`src/rtl/acc_seq_pkg.sv`:
```
// -----------------------------------------------------------------------------
// acc_seq_pkg
// Shared definitions for the accumulator/instruction sequencer:
//   - ALU opcode constants (pass A, add, and, not A)
//   - sequencer FSM state encoding
//   - default widths and the packed instruction record width
// -----------------------------------------------------------------------------
package acc_seq_pkg;

  localparam int unsigned DEF_DATA_W = 4;
  localparam int unsigned DEF_OP_W   = 2;

  localparam logic [1:0] OP_PASS = 2'b00;
  localparam logic [1:0] OP_ADD  = 2'b01;
  localparam logic [1:0] OP_AND  = 2'b10;
  localparam logic [1:0] OP_NOT  = 2'b11;

  typedef enum logic [1:0] {
    ST_IDLE  = 2'd0,
    ST_ISSUE = 2'd1,
    ST_DONE  = 2'd2
  } state_t;

  // Instruction record is {load, op, operand}.
  function automatic int unsigned instr_width(int unsigned data_w, int unsigned op_w);
    return data_w + op_w + 1;
  endfunction

  localparam int unsigned DEF_INSTR_W = DEF_DATA_W + DEF_OP_W + 1;

endpackage : acc_seq_pkg

```
`src/rtl/sync_fifo.sv`:
```
// -----------------------------------------------------------------------------
// sync_fifo
// Single-clock FIFO with a combinational read of the head entry.
//   clk, rst_n : clock, asynchronous active-low reset (pointers/count only)
//   push_i     : write data_i at the tail (ignored when full)
//   data_i     : write data
//   pop_i      : discard the head entry (ignored when empty)
//   data_o     : head entry, valid whenever empty_o is low
//   full_o     : DEPTH entries held
//   empty_o    : no entries held
// DEPTH must be a power of two so the pointers wrap naturally.
// -----------------------------------------------------------------------------
module sync_fifo #(
  parameter int unsigned WIDTH = 7,
  parameter int unsigned DEPTH = 4
) (
  input  logic             clk,
  input  logic             rst_n,
  input  logic             push_i,
  input  logic [WIDTH-1:0] data_i,
  input  logic             pop_i,
  output logic [WIDTH-1:0] data_o,
  output logic             full_o,
  output logic             empty_o
);

  localparam int unsigned PTR_W = (DEPTH > 1) ? $clog2(DEPTH) : 1;
  localparam int unsigned CNT_W = $clog2(DEPTH) + 1;

  logic [WIDTH-1:0] mem_q [DEPTH];
  logic [PTR_W-1:0] wr_ptr_q, rd_ptr_q;
  logic [CNT_W-1:0] count_q;
  logic             do_push, do_pop;

  assign full_o  = (count_q == CNT_W'(DEPTH));
  assign empty_o = (count_q == '0);
  assign do_push = push_i && !full_o;
  assign do_pop  = pop_i && !empty_o;
  assign data_o  = mem_q[rd_ptr_q];

  // NOTE: storage is left unreset; the count guards every read, so clearing
  // it would only add reset fan-out without changing behaviour.
  always_ff @(posedge clk) begin
    if (do_push) mem_q[wr_ptr_q] <= data_i;
  end

  // NOTE: state registers use non-blocking assignments so every flop samples
  // pre-edge values regardless of evaluation order.
  always_ff @(posedge clk or negedge rst_n) begin
    if (!rst_n) begin
      wr_ptr_q <= '0;
      rd_ptr_q <= '0;
      count_q  <= '0;
    end else begin
      if (do_push) wr_ptr_q <= wr_ptr_q + PTR_W'(1);
      if (do_pop)  rd_ptr_q <= rd_ptr_q + PTR_W'(1);
      unique case ({do_push, do_pop})
        2'b10:   count_q <= count_q + CNT_W'(1);
        2'b01:   count_q <= count_q - CNT_W'(1);
        default: count_q <= count_q;
      endcase
    end
  end

endmodule : sync_fifo

```
`src/rtl/acc_sequencer.sv`:
```
// -----------------------------------------------------------------------------
// acc_sequencer
// Buffers {load, op, operand} instructions from a valid/ready port, presents
// registered operands/opcode to an external 4-bit ALU, and captures the ALU
// result and carry into the accumulator.
//   in_valid/in_ready           : instruction handshake (ready = FIFO not full)
//   in_load, in_op, in_operand  : instruction fields
//   alu_a, alu_b, alu_op        : registered ALU inputs
//   alu_result, alu_cout        : ALU outputs, captured at the end of ISSUE
//   acc, carry_flag, zero_flag  : accumulator state
//   busy                        : FSM not idle or instructions pending
//   done                        : one-cycle pulse after each accumulator update
// -----------------------------------------------------------------------------
module acc_sequencer
  import acc_seq_pkg::*;
#(
  parameter int unsigned DATA_W     = DEF_DATA_W,
  parameter int unsigned OP_W       = DEF_OP_W,
  parameter int unsigned FIFO_DEPTH = 4
) (
  input  logic              clk,
  input  logic              rst_n,
  input  logic              in_valid,
  output logic              in_ready,
  input  logic              in_load,
  input  logic [OP_W-1:0]   in_op,
  input  logic [DATA_W-1:0] in_operand,
  output logic [DATA_W-1:0] alu_a,
  output logic [DATA_W-1:0] alu_b,
  output logic [OP_W-1:0]   alu_op,
  input  logic [DATA_W-1:0] alu_result,
  input  logic              alu_cout,
  output logic [DATA_W-1:0] acc,
  output logic              carry_flag,
  output logic              zero_flag,
  output logic              busy,
  output logic              done
);

  localparam int unsigned INSTR_W = instr_width(DATA_W, OP_W);

  logic [INSTR_W-1:0] fifo_head;
  logic               fifo_full, fifo_empty, pop;

  logic               head_load;
  logic [OP_W-1:0]    head_op;
  logic [DATA_W-1:0]  head_operand;

  state_t             state_q, state_d;
  logic [DATA_W-1:0]  alu_a_q, alu_a_d, alu_b_q, alu_b_d, acc_q, acc_d;
  logic [OP_W-1:0]    alu_op_q, alu_op_d;
  logic               load_q, load_d, carry_q, carry_d;

  sync_fifo #(
    .WIDTH (INSTR_W),
    .DEPTH (FIFO_DEPTH)
  ) u_fifo (
    .clk     (clk),
    .rst_n   (rst_n),
    .push_i  (in_valid),
    .data_i  ({in_load, in_op, in_operand}),
    .pop_i   (pop),
    .data_o  (fifo_head),
    .full_o  (fifo_full),
    .empty_o (fifo_empty)
  );

  assign head_load    = fifo_head[INSTR_W-1];
  assign head_op      = fifo_head[DATA_W +: OP_W];
  assign head_operand = fifo_head[DATA_W-1:0];

  // NOTE: every variable gets its hold value first so no path through the
  // case leaves one unassigned (which would infer a latch).
  always_comb begin
    state_d  = state_q;
    pop      = 1'b0;
    alu_a_d  = alu_a_q;
    alu_b_d  = alu_b_q;
    alu_op_d = alu_op_q;
    load_d   = load_q;
    acc_d    = acc_q;
    carry_d  = carry_q;
    unique case (state_q)
      // DONE behaves like IDLE for dispatch, which gives back-to-back
      // instructions a 2-cycle cadence.
      ST_IDLE, ST_DONE: begin
        if (!fifo_empty) begin
          pop      = 1'b1;
          alu_a_d  = acc_q;
          alu_b_d  = head_operand;
          alu_op_d = head_op;
          load_d   = head_load;
          state_d  = ST_ISSUE;
        end else begin
          state_d  = ST_IDLE;
        end
      end
      ST_ISSUE: begin
        if (load_q) begin
          acc_d   = alu_b_q;  // immediate bypasses the ALU
          carry_d = 1'b0;
        end else begin
          acc_d   = alu_result;
          carry_d = alu_cout;
        end
        state_d = ST_DONE;
      end
      default: state_d = ST_IDLE;
    endcase
  end

  always_ff @(posedge clk or negedge rst_n) begin
    if (!rst_n) begin
      state_q  <= ST_IDLE;
      alu_a_q  <= '0;
      alu_b_q  <= '0;
      alu_op_q <= '0;
      load_q   <= 1'b0;
      acc_q    <= '0;
      carry_q  <= 1'b0;
    end else begin
      state_q  <= state_d;
      alu_a_q  <= alu_a_d;
      alu_b_q  <= alu_b_d;
      alu_op_q <= alu_op_d;
      load_q   <= load_d;
      acc_q    <= acc_d;
      carry_q  <= carry_d;
    end
  end

  assign in_ready   = !fifo_full;
  assign alu_a      = alu_a_q;
  assign alu_b      = alu_b_q;
  assign alu_op     = alu_op_q;
  assign acc        = acc_q;
  assign carry_flag = carry_q;
  assign zero_flag  = (acc_q == '0);
  assign done       = (state_q == ST_DONE);
  assign busy       = (state_q != ST_IDLE) || !fifo_empty;

endmodule : acc_sequencer
```
`config.mk`:
```
export PLATFORM = sky130hd
export DESIGN_NAME = acc_sequencer
export DESIGN_NICKNAME = d
export VERILOG_FILES = /design/src/rtl/acc_seq_pkg.sv /design/src/rtl/sync_fifo.sv /design/src/rtl/acc_sequencer.sv
export SDC_FILE = /design/constraint.sdc
export NUM_CORES = 1
export LEC_CHECK = 0
export ABC_AREA = 1
export ABC_CLOCK_PERIOD_IN_PS = 6100
export BUFFER_PORTS_ARGS = -buffer_cell sky130_fd_sc_hd__buf_2
export CAP_MARGIN = 20
export CORE_MARGIN = 5
export CORE_UTILIZATION = 60
export CTS_CLUSTER_SIZE = 20
export DETAILED_ROUTE_END_ITERATION = 8
export GPL_TIMING_DRIVEN = 0
export HOLD_SLACK_MARGIN = 0.15
export PLACE_DENSITY_LB_ADDON = 0.05
export SKIP_LAST_GASP = 1
export SYNTH_ARGS = -nofsm -noshare
export SYNTH_HDL_FRONTEND = slang
export SYNTH_HIERARCHICAL = 1
export SYNTH_SLANG_ARGS = --single-unit
```
`constraint.sdc`:
```
create_clock -name clk -period 6.1 [get_ports clk]
set_clock_uncertainty 0.2 [all_clocks]
set_input_delay 0.305 -clock clk [delete_from_list [all_inputs] [get_ports clk]]
set_output_delay 0.305 -clock clk [all_outputs]
set_load 0.03 [all_outputs]
```
After elaboration in Yosys (flattened, before gate mapping)
Memories as Yosys holds them, arrays and structs flattened. A register that Yosys moved wholly into a read port is not among the register bits.
Index checks and enable logic that the tools add are counted.

word-level totals
  bits in writable memories = 28
  memories = 1
  word-level logic and storage cells = 40
  output and inout port bits = 19
  register bits = 18

cells by class
  multiplexer cells = 9
  reduce and logical (&&, ||, !) cells = 13
  equality and inequality tests = 5
  add/sub/neg operators = 4
  bitwise gates (word level) = 1

memory list
  memory        words  bits a word  rd ports  clocked after Yosys merged registers in  wr ports  line             text
  u_fifo.mem_q  4      7            1         1                                        1         sync_fifo.sv:30  logic [WIDTH-1:0] mem_q [DEPTH];

operator list
  cell                 number
  $mux 1               6
  $pmux 3 s2           1
  $add 2x1->2 const B  2
  $eq 2x1->1 const B   2
  $eq 2x2->1 const B   2
  $logic_not 4->1      1
  $mux 4               1
  $pmux 2 s2           1
  $reduce_bool 2->1    2
  $add 3x1->3 const B  1
  $eq 3x3->1 const B   1
  $logic_not 1->1      3
  $logic_not 3->1      1
  $sub 3x1->3 const B  1
  $logic_and 1x1->1    2
  $logic_not 2->1      1
  $reduce_and 2->1     1
  $reduce_or 2->1      1
  $logic_or 1x1->1     1
  $not 1->1            1

Longest topological paths before layout
  depth in word-level cells = 6
  depth in mapped cells = 15

By module
The synthesis kept the hierarchy.

modules (own cells, without submodules)
  module         sequential area each (um^2)  area each (um^2)  cells an instance  instances
  sync_fifo      1016.0                       1599.0            143                1
  acc_sequencer  450.4                        758.2             91                 1

Worst setup path before layout
No wires, ideal clock.

  path type = register to register
  from = register u_fifo.count_q[0]
  to = register u_fifo.count_q[2]
  path buffers = 1
  stages on the path, launching flop included = 15
  arrival time = 1802 ps
  period minus slack after synthesis = 2119 ps
  path slack = 3981 ps
  cells stage by stage = dfrtp_1 inv_1 nand3_2 inv_1 nor2_2 buf_6 nand2_1 inv_1 ha_1 inv_1 fa_1 nand2_1 nand3_1 nand2_1 nand2_1

between the ends
  word-level cells in the longest chain between the ends = 6
  elaborated cells on any way between the ends = 14

RTL lines
  item                                             line                 text
  start: declaration                               sync_fifo.sv:32      logic [CNT_W-1:0] count_q;
  start signal: assignment                         sync_fifo.sv:58      2'b10: count_q <= count_q + CNT_W'(1);
  start signal: assignment                         sync_fifo.sv:59      2'b01: count_q <= count_q - CNT_W'(1);
  start signal: assignment                         sync_fifo.sv:60      default: count_q <= count_q;
  $logic_not 3->1 (*)                              sync_fifo.sv:36      assign empty_o = (count_q == '0);
  named net fifo_empty                             acc_sequencer.sv:43  logic fifo_full, fifo_empty, pop;
  $mux 1 (*)                                       acc_sequencer.sv:87  if (!fifo_empty) begin
  $mux 1 (*)                                       acc_sequencer.sv:83  unique case (state_q)
  named net pop                                    acc_sequencer.sv:43
  $logic_and 1x1->1 (*)                            sync_fifo.sv:38      assign do_pop = pop_i && !empty_o;
  named net u_fifo.do_pop                          sync_fifo.sv:33      logic do_push, do_pop;
  $eq 2x1->1 or $eq 2x2->1 (tied branches)         sync_fifo.sv:57      unique case ({do_push, do_pop})
  $pmux 3 s2 or $reduce_bool 2->1 (tied branches)  -

The timed path passes the listed nets; every way through them passes the cells marked *.
A chain may end at the register's enable or synchronous reset.

Final worst setup path
Same ends and word-level chain as after synthesis.

==> summary.md <==
| Metric | Value |
|---|---|
| Outcome | completed |
| H-tree depth | 2 |
| Leading area contributor after synthesis | edfxtp_1 |
| Syn Inst Count | around 230 |
| 1st-iter DRT viols | 74 |
| Hold Path Stages | 1 |
| Critical Path Start Type | flop |
| Vias per cell | roughly 4.9 |
| Hold Fails Final Rpt | 0 |
| DRT Wirelength | about 4.5 mm |
| Final TNS setup | 0 ns |
| Post-Syn Nets | roughly 260 |
| Starting density of the core | between 60 and 70% |
| Synth top area share | ~36% |
| Worst-margin pin slew | approximately 0.73 ns |
| CTS Buf Count | 5 |
| #FFs+latches synth | 53 |
| Hold WS | ~0.29 ns |
| Final Net Count | 309 |
| Power per Cell Area | ~510 mW/mm^2 |
| Top-count cell post-synth | nand2_1 |
| Routed length per instance | around 13 um |
| R2r worst-path depth | 14 |
| Number of global-route vias before repair | about 1600 |
| Post-route ant nets | 0 |
| Relative slew slack | around 51% |
| Clock latency on the worst-skew pair | roughly 0.3 ns |
| Die width | ~73 um |
| Chip Height | between 70 and 80 um |
| Slew Limit Fails | 0 |
| CTS tree | built |
| Post-cts resize count | 0 |
| Clk pin slew, worst setup/hold paths | roughly 0.090 ns |
| Leakage | about 1.4 nW |
| DIE AREA | 0.005282 mm^2 |
| CTS sink cnt | 53 |
| RSZ-0062 raised after global routing | false |
| Core area | between 0.003 and 0.004 mm^2 |
| Antenna diodes | 0 |
| Share of cells above drive strength 1 | a little under a fifth |
| Hold WC Path Type | reg2reg |
| Primary FF master, synth | edfxtp_1 |
| Root cell of the clock tree | clkbuf_8 |
| Worst R2R End | u_fifo/count_q[2]$_DFFE_PN0P_ |
| First-pass GRT wire length | around 7 mm |
| Fraction of registers with async set/reset | a little under half |
| IO Pins | 34 |
| Syn avg cell area | between 10 and 15 um^2 |
| RR Startpoint | u_fifo/count_q[0]$_DFFE_PN0P_ |
| Crit path capture type | flop |
| Tcrit/Tclk final | between 30% and 40% |
| Initial antenna violation count | 0 |
| Total grt overflow | 0 |
| Number of flops mapped to enable cells by yosys | 28 |
| End of the worst hold path | u_fifo/count_q[0]$_DFFE_PN0P_ |
| Synth cell types | 21 |
| Min cycle time layout | roughly 2.4 ns |
| Max-cap violations | 0 |
| DRC Markers | 0 |
| Worst EP required | just over 6 ns |
| Gr usage total | between 15 and 20% |
| Seq/Total Area, Yosys | 62.21% |
| Post-synth top cells | nand2_1, inv_1, edfxtp_1 |
| Setup slack, reg-to-reg | 3.74 ns |
| Mapped Area | between 0.002 and 0.0025 mm^2 |
| Largest net degree at the start of global routing | 26 |
| WS Path Type | reg2reg |
| Hold Path Origin | u_fifo/count_q[0]$_DFFE_PN0P_ |
| Max rail drop VDD | about 350 uV |
| I/O Buffers | 33 |
| Vias | 1658 |
| Std-Cell Rows | 22 |
| Crit-path max FO | 13 |
| Layout area overhead | 19.00% |
| Achievable Freq | ~420 MHz |
| Max Buffers Root-to-Sink | 2 |
| TritonRoute pass-1 iters | 4 |
| DP Wirelength | approximately 3 mm |
| Placer Congestion | ~0.72 |
| YS warnings | 6 |
| WP data arrival | about 2.4 ns |
| Final setup viols | 0 |
| Main area contributors after synthesis | edfxtp_1, dfrtp_1, nand2_1, inv_1, o211ai_1 |
==> routing by layer <==
layer | up-vias | wire length, um | track usage [%]
li1 | 855 | - | -
met1 | 775 | 2064 | 23.56
met2 | 23 | 2177 | 29.36
met3 | 5 | 166 | 4.270
met4 | 0 | 54 | 5.533
met5 | - | 0 | 0
==> worst max path at each step <==
| stage | startpoint | endpoint | slack (ns) |
|---|---|---|---|
| 6_report | u_fifo/count_q[0]$_DFFE_PN0P_ | u_fifo/count_q[2]$_DFFE_PN0P_ | 3.74 |
| 3_3_place_gp | u_fifo/count_q[0]$_DFFE_PN0P_ | u_fifo/count_q[2]$_DFFE_PN0P_ | 3.79 |
| 4_1_cts | u_fifo/count_q[0]$_DFFE_PN0P_ | u_fifo/count_q[2]$_DFFE_PN0P_ | 3.73 |
| 2_1_floorplan | u_fifo/count_q[0]$_DFFE_PN0P_ | u_fifo/count_q[2]$_DFFE_PN0P_ | 3.98 |
| 3_5_place_dp | u_fifo/count_q[0]$_DFFE_PN0P_ | u_fifo/count_q[2]$_DFFE_PN0P_ | 3.75 |
| 5_1_grt | u_fifo/count_q[0]$_DFFE_PN0P_ | u_fifo/count_q[2]$_DFFE_PN0P_ | 3.55 |
==> what timing repair did <==
action	in CTS	in global routing
hold buffers	14	0
setup endpoints to repair	0	0
buffers inserted	0	0
hold endpoints to repair	60	0
==> stage by stage <==
step	cell area (um^2)	setup WS (ns)	total power [mW]	util, %	std cells
floorplan	2357	3.981	1.080	-	234
global placement	2582	3.787	1.250	68.98	315
detailed placement	2582	3.749	1.264	68.98	315
CTS	2805	3.725	1.454	74.93	337
global route	2805	3.555	1.550	74.93	337
finish	2805	3.737	1.441	74.93	337
==> logic make-up (layout without fill, tap and decap cells) <==
logic type	Yosys count	after routing	synth area share [%]
DFF	53	53	62.21
AOI/OAI and AO/OA	27	27	7.219
and+or+nand+nor	104	104	18.21
buffers and inverters	43	98	8.492
adders and majority gates	6	6	3.503
xor gates and xnor gates	1	1	0.3716
==> area by class of cell <==
type	count	area, um^2
Buffer	7	65.06
Clock buffer	6	72.57
Clock inverter	2	10.01
Fill cell	275	938.4
Inverter	36	135.1
Multi-Input combinational cell	138	690.7
Sequential cell	53	1466
Tap cell	48	60.06
Timing Repair Buffer	47	305.3
==> flip-flops by register name (all words and copies together) (netlist names) <==
| name | cells |
|---|---|
| acc | 4 |
| alu_a | 4 |
| alu_b | 4 |
| alu_op | 2 |
| carry_flag | 1 |
| load_q | 1 |
| state_q | 2 |
| u_fifo/count_q | 3 |
| u_fifo/mem_q | 28 |
| u_fifo/rd_ptr_q | 2 |
| u_fifo/wr_ptr_q | 2 |
==> cells in the final DEF (no fill, tap or decap), drive strengths merged <==
cell and n:
dlygate4sd3 14, clkbuf 7, clkinvlp 1, xnor2 1, edfxtp 28, inv 36, o21ai 13, fa 1
o211ai 14, dfrtp 25, nand2 87, buf 39, clkinv 1, ha 5, nand4 1, nor3b 1
nor2 7, nand3 8
==> critical path: stages (launching register included) <==
cell	delay (ns)
dfrtp_1	0.38
inv_1	0.10
nand3_2	0.11
inv_1	0.08
nor2_2	0.16
buf_6	0.18
nand2_1	0.10
inv_1	0.07
ha_1	0.16
inv_1	0.07
fa_1	0.38
nand2_1	0.10
nand3_1	0.07
nand2_1	0.06
nand2_1	0.05
==> power by group <==
group          leakage [nW]  internal (mW)  switching [mW]
Clock                0.0411         0.0793           0.103
Sequential            0.565          0.502          0.0658
Combinational         0.775          0.230           0.461
Note: power is estimated with default switching activity, not from simulation.
